[src/rtl/mem_port_arbiter_if.sv]
// mem_port_arbiter_if: core, loader and memory signals shared by the arbiter and its environment
interface mem_port_arbiter_if #(parameter int ADDR_W = 32, parameter int DATA_W = 32);
  logic              cpu_rd, cpu_wr, cpu_stall;
  logic [ADDR_W-1:0] cpu_addr;
  logic [DATA_W-1:0] cpu_wdata, cpu_rdata;
  logic              ldr_req, ldr_we, ldr_done;
  logic [ADDR_W-1:0] ldr_addr;
  logic [DATA_W-1:0] ldr_wdata, ldr_rdata;
  logic              mem_rd, mem_wr;
  logic [ADDR_W-1:0] mem_addr;
  logic [DATA_W-1:0] mem_wdata, mem_rdata;
  modport master (
    output cpu_rd, cpu_wr, cpu_addr, cpu_wdata, ldr_req, ldr_we, ldr_addr, ldr_wdata, mem_rdata,
    input  cpu_rdata, cpu_stall, ldr_rdata, ldr_done, mem_addr, mem_wdata, mem_rd, mem_wr
  );
  modport slave (
    input  cpu_rd, cpu_wr, cpu_addr, cpu_wdata, ldr_req, ldr_we, ldr_addr, ldr_wdata, mem_rdata,
    output cpu_rdata, cpu_stall, ldr_rdata, ldr_done, mem_addr, mem_wdata, mem_rd, mem_wr
  );
endinterface

[src/rtl/mem_port_arbiter.sv]
// mem_port_arbiter: serialises core and loader accesses to a fixed-latency unified memory.
// Define MEM_ARB_STARVE_GUARD_EN to force a loader grant after STARVE_LIM contended core grants.
module mem_port_arbiter #(
  parameter int ADDR_W     = 32,
  parameter int DATA_W     = 32,
  parameter int MEM_LAT    = 2,
  parameter int STARVE_LIM = 4
) (
  input logic clk,
  input logic rst_n,
  mem_port_arbiter_if.slave bus
);
  localparam int CW = $clog2(MEM_LAT + 1);
  typedef enum logic [1:0] {IDLE, BUSY, DONE} state_t;
  state_t            state_q, state_d;
  logic              owner_q, wr_q, cpu_req, grant, grant_ldr, last;
  logic [CW-1:0]     cnt_q;
  logic [ADDR_W-1:0] addr_q;
  logic [DATA_W-1:0] wdata_q, cpu_rdata_q, ldr_rdata_q;
  if (MEM_LAT < 1 || STARVE_LIM < 1) begin : g_bad_param
    $error("mem_port_arbiter: MEM_LAT and STARVE_LIM must be >= 1");
  end
`ifdef MEM_ARB_STARVE_GUARD_EN
  localparam int SW = $clog2(STARVE_LIM + 1);
  logic [SW-1:0] starve_q;
  assign grant_ldr = bus.ldr_req & (~cpu_req | (starve_q == SW'(STARVE_LIM)));
  // only core grants won over a waiting loader count towards starvation
  always_ff @(posedge clk or negedge rst_n)
    if (!rst_n) starve_q <= '0;
    else if (state_q == IDLE)
      starve_q <= (!bus.ldr_req || grant_ldr) ? '0 : cpu_req ? starve_q + 1'b1 : starve_q;
`else
  assign grant_ldr = bus.ldr_req & ~cpu_req;
`endif
  always_comb begin
    cpu_req = bus.cpu_rd | bus.cpu_wr;
    grant   = (state_q == IDLE) & (cpu_req | bus.ldr_req);
    last    = (state_q == BUSY) & (cnt_q == '0);
    state_d = state_q == IDLE ? (grant ? BUSY : IDLE) :
              state_q == BUSY ? (last ? DONE : BUSY) : IDLE;
  end
  always_ff @(posedge clk or negedge rst_n)
    if (!rst_n) state_q <= IDLE;
    else state_q <= state_d;
  always_ff @(posedge clk or negedge rst_n)
    if (!rst_n) begin
      owner_q     <= 1'b0;
      wr_q        <= 1'b0;
      cnt_q       <= '0;
      addr_q      <= '0;
      wdata_q     <= '0;
      cpu_rdata_q <= '0;
      ldr_rdata_q <= '0;
    end else begin
      if (grant) begin
        owner_q <= grant_ldr;
        wr_q    <= grant_ldr ? bus.ldr_we : bus.cpu_wr;
        addr_q  <= grant_ldr ? bus.ldr_addr : bus.cpu_addr;
        wdata_q <= grant_ldr ? bus.ldr_wdata : bus.cpu_wdata;
        cnt_q   <= CW'(MEM_LAT - 1);
      end else if (state_q == BUSY && !last) cnt_q <= cnt_q - 1'b1;
      if (last && !wr_q && owner_q) ldr_rdata_q <= bus.mem_rdata;
      if (last && !wr_q && !owner_q) cpu_rdata_q <= bus.mem_rdata;
    end
  assign bus.mem_rd    = (state_q == BUSY) & ~wr_q;
  assign bus.mem_wr    = (state_q == BUSY) & wr_q;
  assign bus.mem_addr  = addr_q;
  assign bus.mem_wdata = wdata_q;
  assign bus.cpu_rdata = cpu_rdata_q;
  assign bus.ldr_rdata = ldr_rdata_q;
  assign bus.ldr_done  = (state_q == DONE) & owner_q;
  assign bus.cpu_stall = cpu_req & ~((state_q == DONE) & ~owner_q);
endmodule

[src/flat_wrapper.sv]
// flat-port wrapper written by rule: the top's interface ports become plain ports
module mem_port_arbiter_flat 
#(
  parameter int ADDR_W     = 32,
  parameter int DATA_W     = 32,
  parameter int MEM_LAT    = 2,
  parameter int STARVE_LIM = 4
)
  (clk, rst_n, bus_cpu_rd, bus_cpu_wr, bus_cpu_addr, bus_cpu_wdata, bus_ldr_req, bus_ldr_we, bus_ldr_addr, bus_ldr_wdata, bus_mem_rdata, bus_cpu_rdata, bus_cpu_stall, bus_ldr_rdata, bus_ldr_done, bus_mem_addr, bus_mem_wdata, bus_mem_rd, bus_mem_wr);
  mem_port_arbiter_if #(.ADDR_W(ADDR_W), .DATA_W(DATA_W)) bus_i ();
  input logic clk;
  input logic rst_n;
  input wire logic [$bits(bus_i.cpu_rd)-1:0] bus_cpu_rd;
  input wire logic [$bits(bus_i.cpu_wr)-1:0] bus_cpu_wr;
  input wire logic [$bits(bus_i.cpu_addr)-1:0] bus_cpu_addr;
  input wire logic [$bits(bus_i.cpu_wdata)-1:0] bus_cpu_wdata;
  input wire logic [$bits(bus_i.ldr_req)-1:0] bus_ldr_req;
  input wire logic [$bits(bus_i.ldr_we)-1:0] bus_ldr_we;
  input wire logic [$bits(bus_i.ldr_addr)-1:0] bus_ldr_addr;
  input wire logic [$bits(bus_i.ldr_wdata)-1:0] bus_ldr_wdata;
  input wire logic [$bits(bus_i.mem_rdata)-1:0] bus_mem_rdata;
  output wire logic [$bits(bus_i.cpu_rdata)-1:0] bus_cpu_rdata;
  output wire logic [$bits(bus_i.cpu_stall)-1:0] bus_cpu_stall;
  output wire logic [$bits(bus_i.ldr_rdata)-1:0] bus_ldr_rdata;
  output wire logic [$bits(bus_i.ldr_done)-1:0] bus_ldr_done;
  output wire logic [$bits(bus_i.mem_addr)-1:0] bus_mem_addr;
  output wire logic [$bits(bus_i.mem_wdata)-1:0] bus_mem_wdata;
  output wire logic [$bits(bus_i.mem_rd)-1:0] bus_mem_rd;
  output wire logic [$bits(bus_i.mem_wr)-1:0] bus_mem_wr;
  assign bus_i.cpu_rd = bus_cpu_rd;
  assign bus_i.cpu_wr = bus_cpu_wr;
  assign bus_i.cpu_addr = bus_cpu_addr;
  assign bus_i.cpu_wdata = bus_cpu_wdata;
  assign bus_i.ldr_req = bus_ldr_req;
  assign bus_i.ldr_we = bus_ldr_we;
  assign bus_i.ldr_addr = bus_ldr_addr;
  assign bus_i.ldr_wdata = bus_ldr_wdata;
  assign bus_i.mem_rdata = bus_mem_rdata;
  assign bus_cpu_rdata = bus_i.cpu_rdata;
  assign bus_cpu_stall = bus_i.cpu_stall;
  assign bus_ldr_rdata = bus_i.ldr_rdata;
  assign bus_ldr_done = bus_i.ldr_done;
  assign bus_mem_addr = bus_i.mem_addr;
  assign bus_mem_wdata = bus_i.mem_wdata;
  assign bus_mem_rd = bus_i.mem_rd;
  assign bus_mem_wr = bus_i.mem_wr;
  mem_port_arbiter #(.ADDR_W(ADDR_W), .DATA_W(DATA_W), .MEM_LAT(MEM_LAT), .STARVE_LIM(STARVE_LIM)) u_core (.clk(clk), .rst_n(rst_n), .bus(bus_i));
endmodule
[config.mk]
export PLATFORM = sky130hd
export DESIGN_NAME = mem_port_arbiter_flat
export DESIGN_NICKNAME = d
export VERILOG_FILES = /design/src/rtl/mem_port_arbiter_if.sv /design/src/rtl/mem_port_arbiter.sv /design/src/flat_wrapper.sv
export SDC_FILE = /design/constraint.sdc
export NUM_CORES = 1
export LEC_CHECK = 0
export CORE_MARGIN = 2
export CORE_UTILIZATION = 37
export DETAILED_ROUTE_END_ITERATION = 10
export PLACE_DENSITY = 0.77
export SETUP_SLACK_MARGIN = 0.15
export SLEW_MARGIN = 20
export SYNTH_ARGS = -nofsm -noshare
export SYNTH_HDL_FRONTEND = slang
export SYNTH_SLANG_ARGS = --single-unit
[constraint.sdc]
create_clock -name clk -period 1.4 [get_ports clk]
set_input_delay 0.28 -clock clk [delete_from_list [all_inputs] [get_ports clk]]
set_output_delay 0.28 -clock clk [all_outputs]
set_load 0.05 [all_outputs]
# [After elaboration in Yosys (flattened, before gate mapping)]
# Index checks and enable logic that the tools add are counted.
[totals] input_bits=166 ff_bits=134 wordCells=44 out_inout_bits=132
[classes] n_reduce_logical=10 eq_ne=2 n_bitwise=14 addsub=1 mux=9
[op_table] cell="2-to-1 mux 32 bit" n=2
[op_table] cell="2-to-1 mux 2 bit" n=5
[op_table] cell="AND 1 bit" n=8
[op_table] cell="logical AND 1 bit" n=4
[op_table] cell="logical NOT 2 bit" n=2
[op_table] cell="inverter 1 bit" n=4
[op_table] cell="logical NOT 1 bit" n=3
[op_table] cell="== test 2 x 1 -> 1 bit, second input constant" n=1
[op_table] cell="== test 2 bit, second input constant" n=1
[op_table] cell="2-to-1 mux 1 bit" n=2
[op_table] cell="bitwise OR 1 bit" n=2
[op_table] cell="nonzero test 2 bit" n=1
[op_table] cell="subtractor 2 x 1 -> 2 bit, second input constant" n=1

# [Depth between registers and ports, before layout]
# Gate-level depths: netlist of the first run.
[depth] depth_word=6 ltp_mapped=6 depth_no_buf=5

# [Worst setup path after synthesis of the first run]
# Ideal clock, no wire load.
[synth_timing] path_type="register to output" from="register u_core.state_q[1]" to="output bus_mem_rd" stages_incl_launch_ff=3 path_buffers=0 required_ps=1120 arrival_ps=1318 setup_slack_ps=-198 path_cell_list="dfrtp_1 > nor2b_4 > nor2b_1"
[synth_between] elab_chain_cells=2
[synth_rtl] element="from (decl)" line="mem_port_arbiter.sv:15" source="state_t state_q, state_d;"
[synth_rtl] element="from (signal assigned)" line="mem_port_arbiter.sv:44" source="else state_q <= state_d;"
[synth_rtl] element="== test 2 x 1 -> 1 bit" line="mem_port_arbiter.sv:65" source="assign bus.mem_rd = (state_q == BUSY) & ~wr_q;"
[synth_rtl] element="AND 1 bit" line="mem_port_arbiter.sv:65"
[synth_rtl] element="to (decl)" line="flat_wrapper.sv:28" source="output wire logic [$bits(bus_i.mem_rd)-1:0] bus_mem_rd;"
# No other way between the ends.

# [Worst setup path after layout of the first run]
[layout_timing] from="register u_core.state_q[0]" to="register u_core.ldr_rdata_q[22] (netlist: u_core.bus.ldr_rdata[22])"
[layout_between] elab_chain_cells=4
[layout_rtl] element="== test 2 x 1 -> 1 bit" line="mem_port_arbiter.sv:38" source="last = (state_q == BUSY) & (cnt_q == '0);"
[layout_rtl] element="AND 1 bit" line="mem_port_arbiter.sv:38"
[layout_rtl] element="logical AND 1 bit (2 in a row)" line="mem_port_arbiter.sv:62" source="if (last && !wr_q && owner_q) ldr_rdata_q <= bus.mem_rdata;"
[layout_rtl] element="to (signal assigned)" line="mem_port_arbiter.sv:62"
[layout_rtl] element="to (decl)" line="mem_port_arbiter.sv:19" source="logic [DATA_W-1:0] wdata_q, cpu_rdata_q, ldr_rdata_q;"
# No other way between the ends.
# A chain may end at the register's enable or synchronous reset.

==> run_results.csv, run 1 <==
group,metric,value,unit
run,max_cap_violations,0,
floorplan,io-pin-count,298,
synthesis,fraction_of_synthesized_area_in_multiplexers,0.136,
synthesis,syn-cell-area,6110,sq um
floorplan,initial_utilization,0.382,
place,port-buffer-count,297,
clock_tree,path_clk_slew,0.07,ns
worst_setup_path,worst_path_largest_cell_delay,0.39,ns
cells_and_area,antenna-diode-count,0,
synthesis,warnings_from_yosys,0,
synthesis,synth_edf_count,0,
timing,postLayoutSetupSlackWorst,-0.405,ns
floorplan,die_area,17500,sq um
timing,final.setup_skew,0.00876,ns
synthesis,synthSimpleGateAreaFrac,0.0227,
global_route,first_global_vias,6293,
clock_tree,cts_tree,"done",
route,post_drt_wl_per_cell,25.7,um
timing,fmax,554,MHz
worst_setup_path,worstPathBufferInverterCount,5,
synthesis,synthArstFlopShare,1.00,
clock_tree,worst_skew_pair_later_pin_latency,0.42,ns
synthesis,synth_adder_area_share,0.00205,
status,run_status,"finished, violations left",
power,power_leakage,5.94,nW
timing,hold_viol,0,
status,violations,"setup timing",
power,power,0.0394,W
place,place_hpwl,15700,um
global_route,antenna_found_initial,0,
synthesis,synth_top_family_by_area,"compound AO/OA/AOI/OAI gates",
hold_path,hold_path_startpoint,"bus_ldr_req",
worst_setup_path,reg2reg_setup_slack,-0.41,ns
clock_tree,cts.sinks,134,
synthesis,seq_area_frac_synth,0.549,
timing,tightestPinTransition,0.515,ns
worst_setup_path,endpoint_kind,"register",
worst_setup_path,crit_start,"u_core.state_q[0]",
route,antenna_violating_nets_post_route,0,
worst_setup_path,critPathKind,"reg -> reg",
hold_path,hp-class,"in -> reg",
synthesis,postSynthCellCount,470,
worst_setup_path,max_fanout_on_critical_path,6,
synthesis,syn-num-nets,637,
worst_setup_path,critPathMostFrequentCell,"sky130_fd_sc_hd__buf_6",
timing,post-route-min-period,1.81,ns
clock_tree,cts_inserted_buffers,17,
worst_setup_path,timing.critical_path.slowest_stage_cell,"sky130_fd_sc_hd__dfrtp_1",
cells_and_area,final_cell_area,13500,sq um
place,dpl-instance-area,10900,sq um
power,power.ir.vdd_worst,1.60,mV
timing,timing.max_slew.rel_slack,0.656,
cells_and_area,flow.area_growth_from_synthesis,121,%
worst_setup_path,crit-reg2reg-capture,"u_core.bus.ldr_rdata[22]",
global_route,grt_start_max_net_pins,48,
worst_setup_path,cp_top_family,"buffers and inverters",
cells_and_area,finish.net_count,1092,
power,power-per-cell-area,2910,nW/um^2
worst_setup_path,startpoint_of_the_worst_register_to_register_path,"u_core.state_q[0]",
route,vias,6396,
clock_tree,number_of_levels_in_the_clock_h_tree,4,
synthesis,compound_cell_area_share_of_the_yosys_netlist,0.242,
global_route,grt_first_pass_wirelength,37300,um
synthesis,yosys.cell_types.count,32,
route,wl,29700,um
route,post-route-drc-count,0,
route,drt-pass1-iter-count,4,
timing,final_max_slew_viol_count,0,
timing,rsz0062_at_grt,"true",
worst_setup_path,worst_setup_endpoint,"u_core.bus.ldr_rdata[22]",
clock_tree,cts.root.buffer_cell,"sky130_fd_sc_hd__clkbuf_16",
worst_setup_path,r2r.worst_path.cells,8,
worst_setup_path,critical_path_depth,8,
floorplan,die_width,132,um
cells_and_area,drive_gt1_frac,0.533,
synthesis,avgSynthCellArea,13.0,sq um
worst_setup_path,crit_chain,"buf_4 -> nor2b_4 -> buf_6 -> buf_6 -> nand4b_4 -> buf_12 -> buf_16 -> mux2_4",
route,vias_per_cell,5.54,
floorplan,dieHeight,132,um
timing,report.final.setup_viol,135,
floorplan,std_cell_rows,46,
clock_tree,clockBufferDepth,2,
floorplan,core_area,16000,sq um
timing,final.setup.tns,-27.80,ns
global_route,grt_remaining_overflow,0,
synthesis,yosys_most_used_dff,"sky130_fd_sc_hd__dfrtp_1",
synthesis,synth_area_leaders,"sky130_fd_sc_hd__dfrtp_1 55%, sky130_fd_sc_hd__o2bb2ai_1 9.2%, sky130_fd_sc_hd__o21a_1 7.9%",
worst_setup_path,worst_ep_arrival_time,2.11,ns
synthesis,yosys.area_share.xor_xnor,0.00143,
global_route,grt_util_all_layers,0.276,
place,gp_congestion,0.831,
worst_setup_path,timing.critical_path.required,1.70,ns
route,dr_iter_0_viols,464,
synthesis,synth.top_cell.area_share,0.549,
synthesis,postSynthRegisterBits,134,
worst_setup_path,setup.worst_path.start_class,"register",
timing,fin_crit_sh,1.29,
synthesis,synth_top_area_cell,"sky130_fd_sc_hd__dfrtp_1",
synth_stat cells (3+ instances only):
cell type                   count
sky130_fd_sc_hd__buf_4          4
sky130_fd_sc_hd__clkbuf_1      24
sky130_fd_sc_hd__mux2_1        24
sky130_fd_sc_hd__nor2_1         5
sky130_fd_sc_hd__buf_12         3
sky130_fd_sc_hd__buf_2         11
sky130_fd_sc_hd__o21a_1        64
sky130_fd_sc_hd__dfrtp_1      134
sky130_fd_sc_hd__o2bb2ai_1     64
sky130_fd_sc_hd__mux2_4        30
sky130_fd_sc_hd__inv_1          3
sky130_fd_sc_hd__mux2_2        10
sky130_fd_sc_hd__buf_1          6
sky130_fd_sc_hd__a31oi_1       65
what timing repair did:
item | 4_1_cts | 5_1_grt
cloned | 7 | 17
pin swaps | 2 | 6
setup buffers | 58 | 68
setup endpoints to repair | 264 | 265
resized for setup | 27 | 95
hold buffers | 1 | 0
hold endpoints to repair | 27 | 0
flip-flops by register name, summed over array words and instances (netlist names):
register	flops
u_core.bus.cpu_rdata	32
u_core.owner_q	1
u_core.bus.mem_wdata	32
u_core.bus.ldr_rdata	32
u_core.bus.mem_addr	32
u_core.state_q	2
u_core.cnt_q	2
u_core.wr_q	1
metal layers:
metal / GRT usage / vias to the layer above / part of all wire
met5: 0 / - / 0
met4: 0.0789 / 0 / 0.032
met3: 0.0847 / 64 / 0.081
met2: 0.474 / 386 / 0.50
met1: 0.336 / 3222 / 0.38
li1: - / 2724 / -
cell type report:
class	instances	area (sq um)
Clock inverter	12	118
Timing Repair Buffer	483	6260
Inverter	3	11.3
Fill cell	710	2470
Sequential cell	134	3360
Tap cell	216	270
Clock buffer	20	467
Multi-Input combinational cell	286	3040
cell usage in the layout, fill, tap and decap left out, types with 4 or more instances in the layout:
cell,netlist,final
sky130_fd_sc_hd__buf_16,0,7
sky130_fd_sc_hd__nor2_4,0,4
sky130_fd_sc_hd__mux2_4,30,58
sky130_fd_sc_hd__buf_6,1,21
sky130_fd_sc_hd__o21a_1,64,64
sky130_fd_sc_hd__o2bb2ai_2,0,52
sky130_fd_sc_hd__clkdlybuf4s50_1,0,161
sky130_fd_sc_hd__dfrtp_2,0,9
sky130_fd_sc_hd__mux2_2,10,6
sky130_fd_sc_hd__buf_4,4,131
sky130_fd_sc_hd__o2bb2ai_1,64,11
sky130_fd_sc_hd__a31oi_1,65,65
sky130_fd_sc_hd__buf_8,0,4
sky130_fd_sc_hd__clkbuf_16,0,26
sky130_fd_sc_hd__buf_12,3,146
sky130_fd_sc_hd__dfrtp_1,134,125
power breakdown:
group	switching [W]	internal, W	total (W)
combinational	0.0125	0.0141	0.0265
clock	0.00192	0.00262	0.00454
sequential	0.00247	0.00585	0.00831
cells by family (layout without fill, tap and decap cells):
family	after synthesis	in the layout
AOI/OAI and AO/OA	199	200
muxes	64	64
adders and majority gates	1	1
xor gates and xnor gates	1	1
and+or+nand+nor	19	20
DFF	134	134
buffers and inverters	52	518
metrics by stage:
step / util / setup slack, ns / cells / hold slack [ns]
after floorplan: - / -0.0786 / 470 / -0.0156
after global placement: 0.682 / -0.123 / 971 / 0.200
after detailed placement: 0.682 / -0.167 / 971 / 0.209
after CTS: 0.765 / -0.365 / 1069 / 0.271
after global routing: 0.845 / -0.473 / 1154 / 0.335
final: 0.845 / -0.405 / 1154 / 0.325
worst register-to-register path, stage by stage (launching register included):
cell                       delay (ns)
sky130_fd_sc_hd__dfrtp_1         0.39
sky130_fd_sc_hd__buf_4           0.13
sky130_fd_sc_hd__nor2b_4         0.16
sky130_fd_sc_hd__buf_6           0.12
sky130_fd_sc_hd__buf_6           0.09
sky130_fd_sc_hd__nand4b_4        0.17
sky130_fd_sc_hd__buf_12          0.20
sky130_fd_sc_hd__buf_16          0.14
sky130_fd_sc_hd__mux2_4          0.30
worst min-delay path by stage:
stage	end	slack [ns]	cells past startpoint
after floorplan	u_core.bus.cpu_rdata[0]	-0.02	0
after global placement	u_core.bus.ldr_rdata[20]	0.20	1
after detailed placement	u_core.bus.ldr_rdata[24]	0.21	1
after CTS	u_core.owner_q	0.27	3
after global routing	u_core.owner_q	0.33	3
final	u_core.owner_q	0.32	3
Note: power is estimated with default switching activity, not from simulation.
==> run 2, diff against run 1 <==
Settings changed: MAX_ROUTING_LAYER set to met4, SLEW_MARGIN 20 to unset.
==> run_results.csv, run 2 (same netlist as run 1, synthesis figures left out) <==
group,metric,value,unit
clock_tree,path_clk_slew,0.08,ns
status,run_status,"finished, violations left",
floorplan,io-pin-count,298,
timing,timing.max_slew.rel_slack,0.653,
route,wl_met2,15000,um
timing,postLayoutSetupSlackWorst,-0.448,ns
global_route,grt_remaining_overflow,0,
clock_tree,cts_inserted_buffers,17,
place,place_hpwl,15700,um
power,power-per-cell-area,2920,nW/um^2
floorplan,initial_utilization,0.382,
route,m1_wl,11800,um
cells_and_area,drive_gt1_frac,0.523,
worst_setup_path,timing.critical_path.required,1.71,ns
clock_tree,cts.root.buffer_cell,"sky130_fd_sc_hd__clkbuf_16",
timing,fmax,541,MHz
timing,final.setup.tns,-28.87,ns
floorplan,std_cell_rows,46,
cells_and_area,antenna-diode-count,0,
worst_setup_path,r2r.worst_path.cells,8,
clock_tree,clockBufferDepth,2,
route,post_drt_wl_per_cell,25.9,um
route,highest-signal-layer,"met4",
power,power.ir.vdd_worst,1.64,mV
power,power_leakage,5.95,nW
route,antenna_violating_nets_post_route,0,
route,dr_iter_0_viols,426,
cells_and_area,layout.cells.most_common,"sky130_fd_sc_hd__clkdlybuf4s50_1",
cells_and_area,finish.net_count,1095,
global_route,grt_first_pass_wirelength,37200,um
global_route,antenna_found_initial,0,
floorplan,core_area,16000,sq um
route,routed-wl-met3,2220,um
floorplan,dieHeight,132,um
hold_path,min_delay_path_depth,3,
timing,hold_viol,0,
floorplan,die_area,17500,sq um
run,max_cap_violations,0,
route,vias_per_cell,5.48,
global_route,grt_util_all_layers,0.285,
clock_tree,cts_tree,"done",
timing,final_max_slew_viol_count,0,
timing,fin_worst_hold_slack,0.322,ns
timing,rsz0062_at_grt,"true",
worst_setup_path,endpoint_kind,"register",
clock_tree,number_of_levels_in_the_clock_h_tree,4,
worst_setup_path,critPathKind,"reg -> reg",
hold_path,hp-class,"in -> reg",
place,gp_congestion,0.844,
worst_setup_path,setup.worst_path.start_class,"register",
status,violations,"setup timing",
timing,fin_crit_sh,1.32,
route,vias,6337,
cells_and_area,fillerInstances,704,
worst_setup_path,worst_ep_arrival_time,2.16,ns
worst_setup_path,timing.critical_path.slowest_stage_cell,"sky130_fd_sc_hd__dfrtp_1",
global_route,first_global_vias,6316,
timing,tightestPinTransition,0.521,ns
worst_setup_path,crit_chain,"buf_4 -> nor2b_4 -> buf_6 -> buf_6 -> nand4b_4 -> buf_12 -> buf_16 -> mux2_4",
timing,post-route-min-period,1.85,ns
route,post-route-drc-count,0,
timing,report.final.setup_viol,133,
global_route,grt_start_max_net_pins,48,
worst_setup_path,worst_path_largest_cell_delay,0.41,ns
route,wl,30000,um
clock_tree,cts.sinks,134,
cells_and_area,layout.cells.most_common_list,"161 x sky130_fd_sc_hd__clkdlybuf4s50_1, 146 x sky130_fd_sc_hd__buf_12, 134 x sky130_fd_sc_hd__buf_4",
worst_setup_path,max_fanout_on_critical_path,6,
clock_tree,worst_skew_pair_later_pin_latency,0.43,ns
route,drt-pass1-iter-count,5,
worst_setup_path,critPathMostFrequentCell,"sky130_fd_sc_hd__buf_6",
cells_and_area,flow.area_growth_from_synthesis,121,%
cells_and_area,utilization,0.844,
timing,final.setup_skew,0.0141,ns
place,port-buffer-count,297,
floorplan,die_width,132,um
## run 2: worst max-delay path, delay by kind of cell (launching register included)
family / cells / cell delay [ns]
buf+inv: 5 / 0.68
flops: 1 / 0.41
mux: 1 / 0.32
simple gates: 2 / 0.33
## run 2: path summary, 6_finish.rpt
| check | slack, ns | start | to |
|---|---|---|---|
| setup / recovery | -0.45 | u_core.state_q[0] | u_core.bus.ldr_rdata[5] |
| hold / removal | 0.32 | bus_ldr_req | u_core.owner_q |
| setup reg to reg | -0.45 | u_core.state_q[0] | u_core.bus.ldr_rdata[5] |
| hold reg to reg | 0.55 | u_core.bus.mem_wdata[8] | u_core.bus.mem_wdata[8] |
| max in group asynchronous | 0.51 | rst_n | u_core.bus.mem_addr[12] |
| min in group asynchronous | 0.34 | rst_n | u_core.bus.ldr_rdata[9] |
## run 2: area by class of cell
class                      instances  area (sq um)  share of cell area
tap                              216           270              0.0200
sequential                       134          3360               0.249
clock inverter                    12           118             0.00871
inverter                           3          11.3            0.000834
clock buffer                      20           467              0.0346
multi-input combinational        287          2980               0.221
timing repair buffer             485          6290               0.466
## run 2: metrics by stage
| stage | total power [W] | setup WS (ns) | cell area (sq um) | instances |
|---|---|---|---|---|
| 2_1_floorplan | 0.0174 | -0.0786 | 6260 | 470 |
| 3_5_place_dp | 0.0283 | -0.167 | 10900 | 971 |
| 6_report | 0.0395 | -0.448 | 13500 | 1157 |
| 3_3_place_gp | 0.0278 | -0.123 | 10900 | 971 |
| 4_1_cts | 0.0346 | -0.365 | 12200 | 1069 |
| 5_1_grt | 0.0405 | -0.484 | 13500 | 1157 |
## run 2: per-layer routing
layer	global-route usage	vias to the layer above
met1	0.341	3150
met5	-	-
met3	0.0751	71
met4	0.0920	0
li1	-	2729
met2	0.469	387
## run 2: timing repair
item	CTS	global route
pin swaps	2	7
hold buffers	1	0
resized for setup	27	81
gates cloned	7	19
endpoints found under the setup margin	264	265
hold endpoints to repair	27	0
buffers inserted	58	69
## run 2: where the power goes
group          internal [W]  switching [W]
logic                0.0141         0.0124
registers           0.00585        0.00245
clock network       0.00262        0.00199
total                0.0226         0.0169
==> run 3, diff against run 2 <==
Settings changed: RECOVER_POWER set to 50.
==> run_results.csv, run 3 (same netlist as run 1, synthesis figures left out) <==
group,metric,value,unit
status,run_status,"finished, violations left",
status,violations,"setup timing",
timing,report.final.setup_viol,133,
worst_setup_path,worst_ep_arrival_time,2.16,ns
place,port-buffer-count,297,
clock_tree,number_of_levels_in_the_clock_h_tree,4,
floorplan,die_width,132,um
global_route,grt_first_pass_wirelength,37200,um
worst_setup_path,worstPathBufferInverterCount,5,
cells_and_area,finish.net_count,1095,
power,power,0.0395,W
global_route,grt_start_max_net_pins,48,
global_route,first_global_vias,6316,
route,antenna_violating_nets_post_route,0,
worst_setup_path,critPathKind,"reg -> reg",
route,dr_iter_0_viols,452,
timing,final.setup_skew,0.0116,ns
timing,timing.max_slew.rel_slack,0.291,
place,gp_congestion,0.844,
clock_tree,cts_tree,"done",
timing,hold_viol,0,
route,vias_per_cell,5.53,
worst_setup_path,crit_chain,"buf_4 -> nor2b_4 -> buf_6 -> buf_6 -> nand4b_4 -> buf_12 -> buf_16 -> mux2_4",
floorplan,io-pin-count,298,
global_route,grt_util_all_layers,0.285,
hold_path,min_delay_path_depth,3,
hold_path,holdPathEnd,"u_core.owner_q",
cells_and_area,layout.cells.most_common,"sky130_fd_sc_hd__clkdlybuf4s50_1",
power,power-per-cell-area,2920,nW/um^2
cells_and_area,flow.area_growth_from_synthesis,121,%
floorplan,core_area,16000,sq um
clock_tree,clockBufferDepth,2,
global_route,grt_remaining_overflow,0,
timing,rsz0062_at_grt,"true",
clock_tree,path_clk_slew,0.07,ns
worst_setup_path,reg2reg_setup_slack,-0.45,ns
clock_tree,cts.sinks,134,
worst_setup_path,timing.critical_path.required,1.71,ns
timing,fin_crit_sh,1.32,
clock_tree,cts.root.buffer_cell,"sky130_fd_sc_hd__clkbuf_16",
route,wl,30000,um
worst_setup_path,crit-reg2reg-capture,"u_core.bus.ldr_rdata[5]",
floorplan,die_area,17500,sq um
power,power_leakage,5.95,nW
worst_setup_path,startpoint_of_the_worst_register_to_register_path,"u_core.state_q[0]",
floorplan,initial_utilization,0.382,
worst_setup_path,endpoint_kind,"register",
floorplan,dieHeight,132,um
floorplan,std_cell_rows,46,
timing,tightestPinTransition,1.06,ns
route,post_drt_wl_per_cell,25.9,um
worst_setup_path,cp_top_family,"buffers and inverters",
cells_and_area,antenna-diode-count,0,
power,power.ir.vdd_worst,1.64,mV
hold_path,hold_path_startpoint,"bus_ldr_req",
worst_setup_path,worst_path_largest_cell_delay,0.41,ns
cells_and_area,drive_gt1_frac,0.523,
hold_path,hp-class,"in -> reg",
global_route,antenna_found_initial,0,
run,max_cap_violations,0,
timing,final_max_slew_viol_count,0,
timing,post-route-min-period,1.85,ns
clock_tree,cts_inserted_buffers,17,
worst_setup_path,r2r.worst_path.cells,8,
timing,fmax,540,MHz
worst_setup_path,setup.worst_path.start_class,"register",
worst_setup_path,timing.critical_path.slowest_stage_cell,"sky130_fd_sc_hd__dfrtp_1",
place,detailedPlace.worstSlack,-0.167,ns
route,post-route-drc-count,0,
place,place_hpwl,15700,um
clock_tree,worst_skew_pair_later_pin_latency,0.43,ns
cells_and_area,layout.cells.most_common_list,"161 x sky130_fd_sc_hd__clkdlybuf4s50_1, 146 x sky130_fd_sc_hd__buf_12, 134 x sky130_fd_sc_hd__buf_4",
route,vias,6396,
worst_setup_path,max_fanout_on_critical_path,6,
worst_setup_path,critPathMostFrequentCell,"sky130_fd_sc_hd__buf_6",
timing,postLayoutSetupSlackWorst,-0.451,ns
route,drt-pass1-iter-count,7,
-- run 3: area by class of cell --
cell class	count	area (sq um)
clock buffers	20	467
clock inverters	12	118
fillers	706	2500
inverters	3	11.3
multi-input cells	287	2980
flip-flops and latches	134	3360
well taps	216	270
repair buffers	485	6290
-- run 3: worst max path at each step --
stage / start / to / depth (start not counted)
floorplan: u_core.state_q[1] / u_core.bus.cpu_rdata[0] / 5
global placement: u_core.cnt_q[1] / u_core.bus.cpu_rdata[23] / 5
detailed placement: u_core.cnt_q[1] / u_core.bus.cpu_rdata[23] / 5
CTS: u_core.state_q[1] / bus_cpu_stall / 5
global route: u_core.state_q[0] / bus_mem_rd / 5
finish: u_core.state_q[0] / u_core.bus.ldr_rdata[5] / 8
-- run 3: per-stage QoR --
| stage | std cells | util | area, sq um | setup TNS [ns] | hold slack (ns) |
|---|---|---|---|---|---|
| after CTS | 1069 | 0.765 | 12200 | -22.86 | 0.271 |
| final | 1157 | 0.843 | 13500 | -28.65 | 0.321 |
| after detailed placement | 971 | 0.682 | 10900 | -6.73 | 0.209 |
| after global placement | 971 | 0.682 | 10900 | -3.92 | 0.200 |
| after global routing | 1157 | 0.843 | 13500 | -38.82 | 0.324 |
| after floorplan | 470 | - | 6260 | -2.36 | -0.0156 |
-- run 3: tightest hold or removal path, delay by kind of cell --
kind,cells,cell delay (ns)
buffers and inverters,1,0.20
AOI/OAI and AO/OA,2,0.22
-- run 3: metal layers --
| metal | wire [um] | vias to the layer above | GRT usage |
|---|---|---|---|
| li1 | - | 2733 | - |
| met1 | 11700 | 3208 | 0.341 |
| met2 | 15100 | 384 | 0.469 |
| met3 | 2270 | 71 | 0.0751 |
| met4 | 966 | 0 | 0.0920 |
| met5 | 0 | - | - |
-- run 3: power breakdown --
part	switching [W]	total, W	internal (W)
combinational	0.0124	0.0266	0.0141
clock	0.00198	0.00460	0.00262
sequential	0.00245	0.00829	0.00585
-- run 3: what timing repair did --
item / 4_1_cts / 5_1_grt
gates cloned: 7 / 19
endpoints found under the hold margin: 27 / 0
setup endpoints to repair: 264 / 265
hold buffers: 1 / 0
resized for setup: 27 / 81
pin swaps: 2 / 7
buffers inserted: 58 / 69
